===== config.mk =====
export PLATFORM = sky130hd
export DESIGN_NAME = clef_sprite_renderer
export DESIGN_NICKNAME = d
export VERILOG_FILES = /design/src/rtl/clef_sprite_renderer.sv
export SDC_FILE = /design/constraint.sdc
export NUM_CORES = 1
export LEC_CHECK = 0
export ABC_AREA = 1
export BUFFER_PORTS_ARGS = -buffer_cell sky130_fd_sc_hd__buf_2
export CELL_PAD_IN_SITES_DETAIL_PLACEMENT = 1
export CELL_PAD_IN_SITES_GLOBAL_PLACEMENT = 2
export CORE_MARGIN = 1.5
export CORE_UTILIZATION = 29
export DETAILED_ROUTE_END_ITERATION = 16
export PLACE_DENSITY = 0.83
export SETUP_SLACK_MARGIN = 0.05
export SKIP_CTS_REPAIR_TIMING = 1
export SLEW_MARGIN = 25
export SYNTH_ARGS = -nofsm -noshare
export SYNTH_HDL_FRONTEND = slang
export SYNTH_SLANG_ARGS = --single-unit

===== constraint.sdc =====
create_clock -name clk -period 3.2 [get_ports clk]
set_input_delay 0.48 -clock clk [delete_from_list [all_inputs] [get_ports clk]]
set_output_delay 0.48 -clock clk [all_outputs]
set_load 0.005 [all_outputs]

===== src/rtl/clef_sprite_renderer.sv =====
// clef_sprite_renderer
// Puts the treble clef on screen. It sits on both sides of the clef bitmap
// ROM. From the scan position it forms the ROM address. It then waits out the
// ROM's two-cycle read and carries the scan sideband alongside, so that it
// can composite the ROM bit over the background colour.
// The clef position is updated through a valid/ready handshake. A new
// position is held as pending and only becomes active at the next
// frame_start, so the clef never tears mid-frame.
//
// Ports:
//   clk, reset_n          clock, synchronous active-low reset
//   x, y, pix_valid       scan coordinate and active-video flag
//   frame_start           one-cycle pulse at the start of each frame
//   bg_rgb                background colour for the current x/y
//   pos_x_in, pos_y_in    requested clef top-left corner
//   pos_valid, pos_ready  handshake for the position request
//   rom_addr, rom_bit     clef ROM address out, ROM data back 2 cycles later
//   pix_valid_out         pix_valid delayed to the output
//   clef_on               output pixel is a set clef pixel
//   rgb_out               composited colour (4-cycle latency from x/y/bg_rgb)
module clef_sprite_renderer #(
  parameter int unsigned CLEF_W  = 32'd40,
  parameter int unsigned CLEF_H  = 32'd80,
  parameter int unsigned COORD_W = 32'd10,
  parameter int unsigned INIT_X  = 32'd20,
  parameter int unsigned INIT_Y  = 32'd100,
  parameter logic [11:0] FG_RGB  = 12'h000
) (
  input  logic               clk,
  input  logic               reset_n,
  input  logic [COORD_W-1:0] x,
  input  logic [COORD_W-1:0] y,
  input  logic               pix_valid,
  input  logic               frame_start,
  input  logic [11:0]        bg_rgb,
  input  logic [COORD_W-1:0] pos_x_in,
  input  logic [COORD_W-1:0] pos_y_in,
  input  logic               pos_valid,
  output logic               pos_ready,
  output logic [11:0]        rom_addr,
  input  logic               rom_bit,
  output logic               pix_valid_out,
  output logic               clef_on,
  output logic [11:0]        rgb_out
);

  localparam logic signed [COORD_W:0] CLEF_W_S = (COORD_W+1)'(CLEF_W);
  localparam logic signed [COORD_W:0] CLEF_H_S = (COORD_W+1)'(CLEF_H);
  localparam logic [COORD_W-1:0]      INIT_X_C = COORD_W'(INIT_X);
  localparam logic [COORD_W-1:0]      INIT_Y_C = COORD_W'(INIT_Y);

  typedef enum logic [0:0] {
    ST_IDLE    = 1'b0,
    ST_PENDING = 1'b1
  } pos_state_t;

  pos_state_t         state_r;
  logic [COORD_W-1:0] act_x_r;
  logic [COORD_W-1:0] act_y_r;
  logic [COORD_W-1:0] pend_x_r;
  logic [COORD_W-1:0] pend_y_r;

  logic signed [COORD_W:0] col_s;
  logic signed [COORD_W:0] row_s;
  logic [11:0]             col_u_s;
  logic [11:0]             row_u_s;
  logic [11:0]             addr_s;
  logic                    in_box_s;
  logic                    clef_on_next_s;

  // These delay stages line the sideband up with rom_bit.
  logic        pv_d1_r, pv_d2_r, pv_d3_r;
  logic        inbox_d1_r, inbox_d2_r, inbox_d3_r;
  logic [11:0] bg_d1_r, bg_d2_r, bg_d3_r;

  // The subtraction is one bit wider and signed. A scan position left of or
  // above the clef gives a negative offset, so the coordinates never wrap
  // into the box.
  assign col_s = $signed({1'b0, x}) - $signed({1'b0, act_x_r});
  assign row_s = $signed({1'b0, y}) - $signed({1'b0, act_y_r});

  assign in_box_s = pix_valid
                  && !col_s[COORD_W] && (col_s < CLEF_W_S)
                  && !row_s[COORD_W] && (row_s < CLEF_H_S);

  // row*40 is built from shifts. The product only matters inside the box,
  // where it stays below 3200.
  assign col_u_s = 12'(col_s);
  assign row_u_s = 12'(row_s);
  assign addr_s  = (row_u_s << 3'd5) + (row_u_s << 3'd3) + col_u_s;

  assign clef_on_next_s = pv_d3_r && inbox_d3_r && rom_bit;

  // Stage 1: ROM address plus the first sideband delay stage.
  always_ff @(posedge clk) begin
    if (!reset_n) begin
      rom_addr   <= 12'd0;
      pv_d1_r    <= 1'b0;
      inbox_d1_r <= 1'b0;
      bg_d1_r    <= 12'd0;
    end else begin
      rom_addr   <= in_box_s ? addr_s : 12'd0;
      pv_d1_r    <= pix_valid;
      inbox_d1_r <= in_box_s;
      bg_d1_r    <= bg_rgb;
    end
  end

  // Stages 2 and 3: the sideband follows the address through the ROM read.
  always_ff @(posedge clk) begin
    if (!reset_n) begin
      pv_d2_r    <= 1'b0;
      pv_d3_r    <= 1'b0;
      inbox_d2_r <= 1'b0;
      inbox_d3_r <= 1'b0;
      bg_d2_r    <= 12'd0;
      bg_d3_r    <= 12'd0;
    end else begin
      pv_d2_r    <= pv_d1_r;
      pv_d3_r    <= pv_d2_r;
      inbox_d2_r <= inbox_d1_r;
      inbox_d3_r <= inbox_d2_r;
      bg_d2_r    <= bg_d1_r;
      bg_d3_r    <= bg_d2_r;
    end
  end

  // Output stage: composite the clef over the background.
  always_ff @(posedge clk) begin
    if (!reset_n) begin
      pix_valid_out <= 1'b0;
      clef_on       <= 1'b0;
      rgb_out       <= 12'd0;
    end else begin
      pix_valid_out <= pv_d3_r;
      clef_on       <= clef_on_next_s;
      if (!pv_d3_r) begin
        rgb_out <= 12'd0;
      end else if (clef_on_next_s) begin
        rgb_out <= FG_RGB;
      end else begin
        rgb_out <= bg_d3_r;
      end
    end
  end

  // Position FSM: capture a request in IDLE and apply it at the next
  // frame_start. pos_ready is registered with the state.
  always_ff @(posedge clk) begin
    if (!reset_n) begin
      state_r   <= ST_IDLE;
      pos_ready <= 1'b1;
      act_x_r   <= INIT_X_C;
      act_y_r   <= INIT_Y_C;
      pend_x_r  <= '0;
      pend_y_r  <= '0;
    end else begin
      case (state_r)
        ST_IDLE: begin
          // A frame_start in the capture cycle is ignored on purpose, so the
          // new position waits for the following frame.
          if (pos_valid && pos_ready) begin
            pend_x_r  <= pos_x_in;
            pend_y_r  <= pos_y_in;
            state_r   <= ST_PENDING;
            pos_ready <= 1'b0;
          end else begin
            pos_ready <= 1'b1;
          end
        end
        ST_PENDING: begin
          if (frame_start) begin
            act_x_r   <= pend_x_r;
            act_y_r   <= pend_y_r;
            state_r   <= ST_IDLE;
            pos_ready <= 1'b1;
          end else begin
            pos_ready <= 1'b0;
          end
        end
        default: begin
          state_r   <= ST_IDLE;
          pos_ready <= 1'b1;
        end
      endcase
    end
  end

endmodule


### Yosys cells after proc, flatten, opt, wreduce, memory -nomap -nowiden

Cells that the tools add are included.

| storage, ports and cells | value |
|---|---|
| bits in registers | 110 |
| input port bits | 58 |
| output and inout bits | 27 |
| logic and storage cells | 47 |

| operators by class | value |
|---|---|
| $add $sub $neg | 4 |
| order comparisons | 2 |
| mux-type cells | 6 |
| bitwise gates (word level) | 3 |
| reductions and logical operators | 13 |

Operator list:

| kind | number |
|---|---|
| $add A12 B12 Y12 | 2 |
| $sub A10 B10 Y11 | 2 |
| $lt A11 B7 Y1 const B | 1 |
| $lt A11 B8 Y1 const B | 1 |
| $logic_and A1 B1 Y1 | 7 |
| $reduce_and A2 Y1 | 3 |
| $mux W1 | 4 |
| $pmux W1 S2 | 2 |
| $not A1 Y1 | 3 |
| $reduce_or A3 Y1 | 1 |
| $logic_not A1 Y1 | 2 |

### Depth between registers and ports, before layout

Gate-level depths: netlist (run 1).

| logic depth | value |
|---|---|
| depth after elaboration | 7 |
| gate-level depth with buffers | 20 |
| depth with buffers taken out | 20 |

### Worst setup path after synthesis (run 1)

OpenSTA, ideal clock, no wires.

| path | value |
|---|---|
| path kind | input to register |
| start | input port x[0] |
| end | register rom_addr[10] |
| library setup time | 70 ps |
| arrival time | 3225 ps |
| data required time | 3130 ps |
| setup slack | -95 ps |
| stages | 20 |
| path buffers | 0 |
| path through | inv_1 -> ha_1 -> fa_1 -> inv_1 -> nand2_1 -> nand2_1 -> nand3_1 -> nand2_1 -> nand2_1 -> nand2_1 -> inv_1 -> fa_1 -> inv_1 -> ha_1 -> nand3_1 -> nand2_1 -> a21oi_1 -> o21bai_1 -> or2_2 -> a21oi_1 |

| between the ends | value |
|---|---|
| word-level cells in the longest chain between the ends | 7 |
| elaborated cells between the ends (all ways) | 9 |
| classes of those cells | add/sub: 2; order compare: 1; reduce/logical: 6 |

Ends and longest elaborated chain:

| what | line | RTL |
|---|---|---|
| start: declaration | 31 | `input logic [COORD_W-1:0] x,` |
| $sub A10 B10 Y11 (*) | 79 | `assign col_s = $signed({1'b0, x}) - $signed({1'b0, act_x_r});` |
| parallel branches: the longest is 6 deep, another holds $lt A11 B7 Y1 | -- |  |
| end signal: assignment | 102 | `rom_addr <= in_box_s ? addr_s : 12'd0;` |
| end: declaration | 40 | `output logic [11:0] rom_addr,` |

Mark *: on every way between the ends.
A chain may end at the register's enable or synchronous reset.

### Worst setup path in the final report (run 1)

| path | value |
|---|---|
| start | register act_x_r[0] |
| end | register rom_addr[10] |

| between the ends | value |
|---|---|
| word-level cells in the longest chain between the ends | 7 |
| elaborated cells between the ends (all ways) | 9 |
| classes of those cells | add/sub: 2; order compare: 1; reduce/logical: 6 |

Ends and longest elaborated chain:

| what | line | RTL |
|---|---|---|
| start: declaration | 58 | `logic [COORD_W-1:0] act_x_r;` |
| start signal: assignment | 173 | `act_x_r <= pend_x_r;` |
| $sub A10 B10 Y11 (*) | 79 |  |
| parallel branches: the longest is 6 deep, another holds $lt A11 B7 Y1 | -- |  |

Marked as above.

==> impl_metrics.json, run 1 <==
{
  "rows": 48,
  "p_per_area_nw_per_um2": 603,
  "yosysWarnings": 0,
  "synth_fp_nets": 769,
  "drtAntennaViolNets": 0,
  "drt_wl_total_um": 12400,
  "hold_violations": 0,
  "cts_buffer_depth": 2,
  "crit_type": "flop to flop",
  "post-synth-top-area-cell": "dfxtp_1",
  "finalSetupTns_ps": 0,
  "irDropWorstVdd_v": 0.000296,
  "internal_power_uw": 2690,
  "outcome": "complete, no violations",
  "crit_fanout": 4,
  "core_um2": 17200,
  "whs_ps": 310,
  "final-setup-viol-count": 0,
  "min_period_ps": 3090,
  "netlist_area_um2": 5050,
  "diodes": 0,
  "max_cap_viol_count": 0,
  "syn_to_final_growth_pct": 31.1,
  "nFillCells": 2133,
  "p_total_uw": 3990,
  "clk_latency_ps": 350,
  "die_h_um": 135,
  "gp_congestion": 0.815,
  "seq_area_frac_synth_pct": 43.6,
  "cp-start-kind": "flop",
  "cts_buffers": 9,
  "r2r_start": "act_x_r[0]$_SDFFE_PN0P_",
  "required_ps": 3500,
  "antenna_found_initial": 0,
  "synth_edf_count": 0,
  "netlist-cell-type-count": 31,
  "grt_pass1_vias": 4018,
  "vias_per_cell": 4.15,
  "power.leakage_uw": 0.00346,
  "max_freq_mhz": 323,
  "ios": 85,
  "grt_max_degree": 83,
  "postSynthCellCount": 673,
  "async_reset_ff_share_pct": 0,
  "wl_per_cell_um": 12.0,
  "wl_met1_um": 5880,
  "hp-start": "bg_rgb[3]",
  "highest_layer": "met4",
  "p_clk_share_pct": 26.9,
  "grt_overflow": 0,
  "die_area_um2": 18200,
  "clockRootBuffer": "clkbuf_16",
  "cp-end-kind": "flop",
  "ys_ff_latch": 110,
  "port_buffers": 84,
  "p_sw_uw": 1300,
  "critPathArrivalTime_ps": 3390,
  "fin_crit_sh_pct": 96.6,
  "rsz0062_at_grt": "true",
  "die_w_um": 135,
  "vias": 4280,
  "postSynthAreaPerCell_um2": 7.50,
  "path_clk_slew_ps": 70,
  "cts_tree": "built",
  "drt-pass1-iter-count": 4,
  "yosysTopAreaCellShare_pct": 43.6,
  "fin_ws_ps": 108,
  "grt_pass1_wl_um": 19400,
  "yosys_most_used_dff": "dfxtp_1",
  "drive_above_1_share_pct": 27.8,
  "final_max_slew_viol_count": 0,
  "drc_errors": 0,
  "start_util_pct": 29.4,
  "clock_skew_ps": 7.36,
  "worst_pin_slew_ps": 752,
  "max-slew-margin-rel_pct": 49.9,
  "wl_met3_um": 399,
  "synthTopCellsByArea": "dfxtp_1, inv_1, nand2_1",
  "hold_class": "input pin to flop",
  "dpl.hpwl_um": 9520,
  "wl_met2_um": 5870,
  "startpoint": "act_x_r[0]$_SDFFE_PN0P_",
  "dp_slack_ps": -317,
  "p_sw_share_pct": 32.5,
  "htree_num_levels": 3,
  "share_comb_of_total_power_pct": 36.7,
  "drt_iter0_markers": 81,
  "gr-usage-all-layers_pct": 13.6,
  "seqPwrFrac_pct": 36.4,
  "layout.nets": 897,
  "cts_num_sinks": 110
}
[final cells by class]
type	instances	area (um2)	share of cell area [%]
Clock buffer	11	243	3.67
Clock inverter	5	42.5	0.643
Inverter	140	526	7.94
Multi-Input combinational cell	404	2490	37.6
Sequential cell	110	2210	33.4
Tap cell	225	282	4.26
Timing Repair Buffer	136	823	12.4
[logic make-up after synthesis]
family,count (synthesis),share of synthesized area (%)
AO/OA/AOI/OAI,84,9.17
AND/OR/NAND/NOR,274,22.9
buffers and inverters,159,12.0
XOR/XNOR,8,1.54
adder cells (fa/ha/maj),38,10.8
flip-flops,110,43.6
[cells in the mapped netlist (all sizes together), types with 2 or more instances]
cell and n:
nand2 140, clkbuf 17, xor2 4, xnor2 4, o21bai 7, inv 140, ha 29, nand3b 2
o21ai 39, nand3 33, fa 9, buf 2, o211ai 6, nor2 87, dfxtp 110, or2 3
a21oi 30, nand4 7, a31oi 2
[path summary, 6_finish.rpt]
kind | endpoint | slack, ps | depth (start not counted)
worst max-delay path | rom_addr[10]$_SDFF_PN0_ | 110 | 19
worst min-delay path | bg_d1_r[3]$_SDFF_PN0_ | 310 | 3
worst max register to register | rom_addr[10]$_SDFF_PN0_ | 110 | 19
worst min register to register | rgb_out[10]$_SDFF_PP0_ | 410 | 2
[sequential cells by signal (all words and copies together) (netlist names), 10 cells and up]
name / cells
act_x_r: 10
act_y_r: 10
bg_d1_r: 12
bg_d2_r: 12
bg_d3_r: 12
pend_x_r: 10
pend_y_r: 10
rgb_out: 12
rom_addr: 12
[critical path, stage by stage (launching register included)]
cell	delay (ps)
dfxtp_4	360
ha_4	160
fa_2	400
inv_2	80
nand2_2	60
nand2_4	80
nand3_2	80
nand2_1	80
nand2_1	60
nand2_2	70
inv_2	40
fa_1	480
inv_2	40
ha_4	160
a21oi_2	160
nand2_2	100
a21oi_2	170
o21bai_1	110
or2_4	240
a21oi_2	120
[metal layers]
| layer | global-route usage, % | up-vias |
|---|---|---|
| met5 | 0 | - |
| met4 | 4.30 | 0 |
| met3 | 3.12 | 12 |
| met2 | 22.3 | 63 |
| met1 | 17.8 | 1897 |
| li1 | - | 2308 |
[placed cells by master (no fill, tap or decap), types with 2 or more instances in the layout]
master / synthesis / routed
o211ai_1: 6 / 6
inv_1: 139 / 131
nand4_1: 6 / 6
buf_4: 0 / 51
clkinv_4: 0 / 2
ha_4: 0 / 8
fa_1: 9 / 5
inv_6: 0 / 2
nand2_1: 136 / 124
nand3b_1: 2 / 2
xor2_1: 3 / 2
a21oi_4: 0 / 2
nand3_1: 33 / 29
nand3_2: 0 / 4
or2_4: 1 / 3
clkbuf_16: 0 / 9
o21ai_0: 39 / 38
inv_2: 1 / 9
dfxtp_4: 0 / 2
fa_2: 0 / 4
dfxtp_1: 110 / 107
a21oi_1: 28 / 23
nand2_2: 4 / 14
nand2_4: 0 / 2
buf_2: 0 / 84
o21bai_1: 7 / 5
o21bai_2: 0 / 2
nor2_1: 77 / 75
ha_1: 29 / 20
xnor2_1: 4 / 4
a21oi_2: 2 / 5
nor2_2: 9 / 11
[power groups by stage]
stage | Sequential [uW] | Clock [uW] | Combinational, uW
finish | 1450 | 1070 | 1460
global route | 1460 | 1170 | 1640
CTS | 1450 | 1120 | 1170
detailed placement | 1490 | 0 | 1170
global placement | 1480 | 0 | 1140
floorplan | 1480 | 0 | 759
[stage by stage]
step / instances / instance area [um2] / util [%]
after floorplan: 673 / 5070 / -
after global placement: 1006 / 6020 / 35.1
after detailed placement: 1006 / 6020 / 35.1
final: 1031 / 6620 / 38.5
after global routing: 1031 / 6620 / 38.5
after CTS: 1022 / 6310 / 36.7
(Power assumes the default switching activity.)
==> run 2: changes to the inputs <==
--- a/config.mk
+++ b/config.mk
@@ -5,12 +5,11 @@
 export SDC_FILE = /design/constraint.sdc
 export NUM_CORES = 1
 export LEC_CHECK = 0
-export ABC_AREA = 1
 export BUFFER_PORTS_ARGS = -buffer_cell sky130_fd_sc_hd__buf_2
 export CELL_PAD_IN_SITES_DETAIL_PLACEMENT = 1
 export CELL_PAD_IN_SITES_GLOBAL_PLACEMENT = 2
 export CORE_MARGIN = 1.5
-export CORE_UTILIZATION = 29
+export CORE_UTILIZATION = 31
 export DETAILED_ROUTE_END_ITERATION = 16
 export PLACE_DENSITY = 0.83
 export SETUP_SLACK_MARGIN = 0.05
==> run 2 against run 1 <==
The flow now finishes with violations (setup timing). Register-to-register slack lost 280 ps. Cell area is 2.7% lower. Area after synthesis down 3.3%. First-iteration DRC count up 72%. Clock-buffer cell count decreased by 2. Setup slack worse by 280 ps. Fmax is 8.4% lower. Flip-flop and latch count stayed put. Critical endpoint is now rom_addr[11]$_SDFF_PN0_. Largest power group is now sequential cells. Highest routed layer unchanged.
==> impl_metrics.json, run 2 <==
{
  "seqCellArea_um2": 2210,
  "hold_class": "input pin to flop",
  "nFillCells": 1803,
  "postSynthCellCount": 526,
  "dp_slack_ps": -460,
  "yosys_most_used_dff": "dfxtp_1",
  "gr-usage-all-layers_pct": 14.2,
  "cts_num_sinks": 110,
  "ys_ff_latch": 110,
  "cts_tree": "built",
  "outcome": "finished with violations",
  "multi_input_area_um2": 2670,
  "fin_crit_sh_pct": 106,
  "seqPwrFrac_pct": 41.0,
  "violations": "setup timing",
  "synth_fp_nets": 622,
  "min_period_ps": 3380,
  "postSynthAreaPerCell_um2": 9.28,
  "path_clk_slew_ps": 80,
  "clk_latency_ps": 350,
  "synthTopCellsByArea": "dfxtp_1, ha_1, and2_1",
  "drive_above_1_share_pct": 32.5,
  "design_area_um2": 6430,
  "diodes": 0,
  "required_ps": 3440,
  "cts_buffer_depth": 2,
  "r2r.worst_path.cells": 15,
  "layout.nets": 747,
  "grt_pass1_vias": 3928,
  "layout_commonest_cell": "dfxtp_1",
  "ios": 85,
  "die_area_um2": 16500,
  "p_per_area_nw_per_um2": 542,
  "hold_violations": 0,
  "rows": 45,
  "post-synth-top-area-cell": "dfxtp_1",
  "crit_type": "flop to flop",
  "drt_wl_total_um": 11400,
  "worst_pin_slew_ps": 845,
  "power.leakage_uw": 0.00283,
  "drtAntennaViolNets": 0,
  "dp_cells": 849,
  "irDropWorstVdd_v": 0.000235,
  "stdcell_count": 867,
  "vias": 3772,
  "final-setup-viol-count": 2,
  "cp-end-kind": "flop",
  "crit_fanout": 3,
  "max_cap_viol_count": 0,
  "port_buffers": 84,
  "syn_to_final_growth_pct": 31.8,
  "drt-pass1-iter-count": 4,
  "final_cell_mix": "dfxtp_1, nand2_1, buf_2, and2_1, buf_4",
  "hold_path_depth": 2,
  "share_comb_of_total_power_pct": 27.6,
  "synth_most_common_cell": "dfxtp_1",
  "clock_skew_ps": 7.60,
  "die_w_um": 128,
  "dpl_cell_area_um2": 6000,
  "p_clk_share_pct": 31.4,
  "final_max_slew_viol_count": 0,
  "htree_num_levels": 3,
  "synth_edf_count": 0,
  "clockRootBuffer": "clkbuf_16",
  "utilization_pct": 42.0,
  "dpl.hpwl_um": 8960,
  "async_reset_ff_share_pct": 0,
  "netlist_area_um2": 4880,
  "seq_area_frac_synth_pct": 45.1,
  "internal_power_uw": 2460,
  "antenna_found_initial": 0,
  "grt_overflow": 0,
  "yosysTopAreaCellShare_pct": 45.1,
  "drc_errors": 0,
  "grt_pass1_wl_um": 18500,
  "p_sw_uw": 1020,
  "ys_top_cells_by_count": "dfxtp_1, nand2_1, and2_1, inv_1, a21boi_0",
  "cp-start-kind": "flop",
  "drt_iter0_markers": 139,
  "max_freq_mhz": 296,
  "yosysWarnings": 0,
  "cts_buffers": 9,
  "finalSetupTns_ps": -289,
  "p_sw_share_pct": 29.4,
  "grt_max_degree": 83,
  "rsz0062_at_grt": "true",
  "start_util_pct": 31.9,
  "vias_per_cell": 4.35,
  "core_um2": 15300,
  "die_h_um": 128,
  "netlist-cell-type-count": 55,
  "critPathArrivalTime_ps": 3620,
  "gp_congestion": 0.831,
  "max-slew-margin-rel_pct": 43.7,
  "wl_per_cell_um": 13.2,
  "fin_ws_ps": -177
}
-- run 2: cell families (layout without fill, tap and decap cells) --
| logic type | Yosys count | after routing | share of synthesized area (%) |
|---|---|---|---|
| flops | 110 | 110 | 45.1 |
| simple gates | 195 | 195 | 20.2 |
| mux | 1 | 1 | 0.205 |
| xor+xnor | 16 | 16 | 2.87 |
| fa+ha+maj | 38 | 38 | 11.1 |
| compound gates | 101 | 101 | 15.3 |
| buf+inv | 65 | 195 | 5.18 |
-- run 2: worst max-delay path, stage by stage, from the launching register on --
cell,delay [ps]
dfxtp_4,370
inv_2,40
ha_4,200
nor2b_4,130
o2111ai_4,210
nand3b_1,140
a32oi_2,230
fa_1,490
ha_1,300
a21o_1,170
a21oi_2,150
nor2b_2,60
o21a_1,200
o41a_1,330
xnor2_1,180
nor2_1,50
-- run 2: layer usage --
| metal | wire [um] | share of wire [%] | global-route usage (%) | up-vias |
|---|---|---|---|---|
| li1 | - | - | - | 1966 |
| met3 | 369 | 3.2 | 2.87 | 9 |
| met5 | 0 | 0 | 0 | - |
| met4 | 163 | 1.4 | 5.16 | 0 |
| met2 | 5450 | 48 | 24.1 | 57 |
| met1 | 5430 | 48 | 18.0 | 1740 |
-- run 2: worst paths after layout --
path	startpoint	end	slack, ps
max	act_x_r[1]$_SDFFE_PN0P_	rom_addr[11]$_SDFF_PN0_	-180
max reg2reg	act_x_r[1]$_SDFFE_PN0P_	rom_addr[11]$_SDFF_PN0_	-180
min reg2reg	bg_d3_r[9]$_SDFF_PN0_	rgb_out[9]$_SDFF_PP0_	430
min	bg_rgb[3]	bg_d1_r[3]$_SDFF_PN0_	340
-- run 2: cell type report --
type / count / area share [%]
repair buffers: 134 / 12.4
inverters: 45 / 2.82
clock buffers: 9 / 3.50
flip-flops and latches: 110 / 34.4
multi-input cells: 351 / 41.5
well taps: 211 / 4.10
clock inverters: 7 / 1.21
-- run 2: power by group through the flow --
stage | logic [uW] | registers, uW | clock network (uW)
4_1_cts | 919 | 1430 | 1130
5_1_grt | 1060 | 1430 | 1190
2_1_floorplan | 596 | 1460 | 0
6_report | 963 | 1430 | 1100
3_5_place_dp | 912 | 1460 | 0
3_3_place_gp | 859 | 1460 | 0
-- run 2: through the flow --
stage	power [uW]	hold WS (ps)
floorplan	2050	406
global placement	2320	409
detailed placement	2370	414
CTS	3480	323
global route	3680	327
finish	3480	335
==> run 3: changes to the inputs <==
--- a/config.mk
+++ b/config.mk
@@ -11,7 +11,7 @@
 export CORE_MARGIN = 1.5
 export CORE_UTILIZATION = 31
 export DETAILED_ROUTE_END_ITERATION = 16
-export PLACE_DENSITY = 0.83
+export PLACE_DENSITY_LB_ADDON = 0.1
 export SETUP_SLACK_MARGIN = 0.05
 export SKIP_CTS_REPAIR_TIMING = 1
 export SLEW_MARGIN = 25
==> constraint.sdc (replaced) <==
create_clock -name clk -period 3.2 [get_ports clk]
set_input_delay 0.64 -clock clk [delete_from_list [all_inputs] [get_ports clk]]
set_output_delay 0.64 -clock clk [all_outputs]
set_load 0.005 [all_outputs]
==> run 3 against run 2 <==
The run still ends with setup timing left. Highest routed layer unchanged. Critical path type is now input pin to flop. Clock power increased by 4%. Non-clock buffer count up 17. Largest cell class unchanged. Combinational power rose by 2.7%.
==> impl_metrics.json, run 3 (same netlist as run 2, synthesis figures left out) <==
{
  "syn_to_final_growth_pct": 34.1,
  "r2r_start": "act_y_r[0]$_SDFFE_PN0P_",
  "whs_ps": 429,
  "layout_commonest_cell": "dfxtp_1",
  "fin_ws_ps": -287,
  "grt_pass1_wl_um": 18800,
  "path_buf_inv": 3,
  "die_h_um": 128,
  "path_clk_slew_ps": 80,
  "htree_num_levels": 3,
  "violations": "setup timing",
  "gp_congestion": 0.747,
  "endpoint": "rom_addr[11]$_SDFF_PN0_",
  "clk_latency_ps": 350,
  "nFillCells": 1819,
  "vias_per_cell": 4.38,
  "finalSetupTns_ps": -593,
  "rows": 45,
  "stdcell_count": 884,
  "drc_errors": 0,
  "dpl.hpwl_um": 8990,
  "hold_class": "flop to flop",
  "drtAntennaViolNets": 0,
  "utilization_pct": 42.7,
  "cp-end-kind": "flop",
  "ios": 85,
  "r2r_slack_ps": -230,
  "max_cap_viol_count": 0,
  "cpMostUsedCell": "ha_4",
  "wl_per_cell_um": 12.9,
  "irDropWorstVdd_v": 0.000284,
  "cts_buffers": 9,
  "outcome": "finished with violations",
  "final_cell_mix": "dfxtp_1, nand2_1, buf_2, buf_4, and2_1",
  "startpoint": "x[0]",
  "dpl_cell_area_um2": 6140,
  "drive_above_1_share_pct": 32.8,
  "dp_cells": 862,
  "start_util_pct": 31.9,
  "drt-pass1-iter-count": 4,
  "r2r-end": "rom_addr[11]$_SDFF_PN0_",
  "core_um2": 15300,
  "seqCellArea_um2": 2200,
  "die_area_um2": 16500,
  "final-setup-viol-count": 3,
  "worst_pin_slew_ps": 843,
  "rsz0062_at_grt": "true",
  "p_per_area_nw_per_um2": 544,
  "final_max_slew_viol_count": 0,
  "hold_violations": 0,
  "layout.nets": 764,
  "max-slew-margin-rel_pct": 43.8,
  "critPathSlowestCell": "fa_1",
  "critPathArrivalTime_ps": 3730,
  "crit_type": "input pin to flop",
  "cts_tree": "built",
  "cp-start-kind": "input pin",
  "required_ps": 3440,
  "max_stage_delay_ps": 560,
  "diodes": 0,
  "cts_num_sinks": 110,
  "vias": 3876,
  "antenna_found_initial": 0,
  "design_area_um2": 6540,
  "grt_max_degree": 83,
  "grt_pass1_vias": 3880,
  "crit_fanout": 4,
  "max_freq_mhz": 287,
  "fin_crit_sh_pct": 109,
  "r2r.worst_path.cells": 14,
  "path_cells": "clkbuf_4 > inv_12 > ha_4 > fa_2 > and2b_2 > o21ai_2 > nand2_1 > xnor2_2 > fa_1 > inv_2 > ha_4 > a21oi_2 > nor2b_4 > o21a_1 > o41a_1 > xnor2_1 > nor2_1",
  "cts_buffer_depth": 2,
  "gr-usage-all-layers_pct": 14.4,
  "path_depth": 17,
  "clock_skew_ps": 5.83,
  "grt_overflow": 0,
  "port_buffers": 84,
  "cp_top_family": "adder cells",
  "die_w_um": 128,
  "multi_input_area_um2": 2650,
  "drt_wl_total_um": 11400,
  "min_period_ps": 3490,
  "clockRootBuffer": "clkbuf_16",
  "power.leakage_uw": 0.00291,
  "drt_iter0_markers": 111
}
run 3: how the worst min path moves through the flow:
stage	cells after the start	startpoint	slack (ps)	to
after floorplan	1	bg_d3_r[0]$_SDFF_PN0_	410	rgb_out[0]$_SDFF_PP0_
after global placement	1	bg_d3_r[6]$_SDFF_PN0_	410	rgb_out[6]$_SDFF_PP0_
after detailed placement	1	bg_d3_r[10]$_SDFF_PN0_	410	rgb_out[10]$_SDFF_PP0_
after CTS	1	bg_d3_r[10]$_SDFF_PN0_	430	rgb_out[10]$_SDFF_PP0_
after global routing	1	bg_d3_r[10]$_SDFF_PN0_	440	rgb_out[10]$_SDFF_PP0_
final	1	bg_d3_r[10]$_SDFF_PN0_	430	rgb_out[10]$_SDFF_PP0_
run 3: per-layer routing:
metal / share of wire (%) / vias up / track usage (%) / wire length (um)
met5: 0 / - / 0 / 0
met4: 1.4 / 0 / 5.02 / 164
met3: 2.9 / 12 / 2.79 / 336
met2: 46 / 72 / 23.5 / 5260
met1: 49 / 1795 / 19.1 / 5650
li1: - / 1997 / - / -
run 3: power breakdown:
| group | total (uW) | switching (uW) | internal (uW) |
|---|---|---|---|
| clock | 1140 | 573 | 566 |
| combinational | 989 | 474 | 515 |
| sequential | 1430 | 16.1 | 1410 |
run 3: per-stage QoR:
step / power, uW / setup WS, ps
after CTS: 3550 / -325
after global placement: 2350 / -511
after detailed placement: 2390 / -649
final: 3560 / -287
after floorplan: 2070 / -268
after global routing: 3770 / -393
run 3: worst register-to-register path: stages (launching register included):
cell     delay [ps]
dfxtp_1         390
ha_4            150
inv_2            40
fa_2            430
a21o_1          200
a21oi_2         180
xor2_2          120
fa_1            520
inv_1            50
ha_1            320
nor2b_4         150
o21a_1          190
o41a_1          340
xnor2_1         200
nor2_1           60
run 3: cell type report:
cell class                 count  area share [%]
clock inverter                 7            1.26
sequential                   110            33.7
timing repair buffer         151            14.2
multi-input combinational    351            40.5
tap                          211            4.04
inverter                      45            2.81
clock buffer                   9            3.44
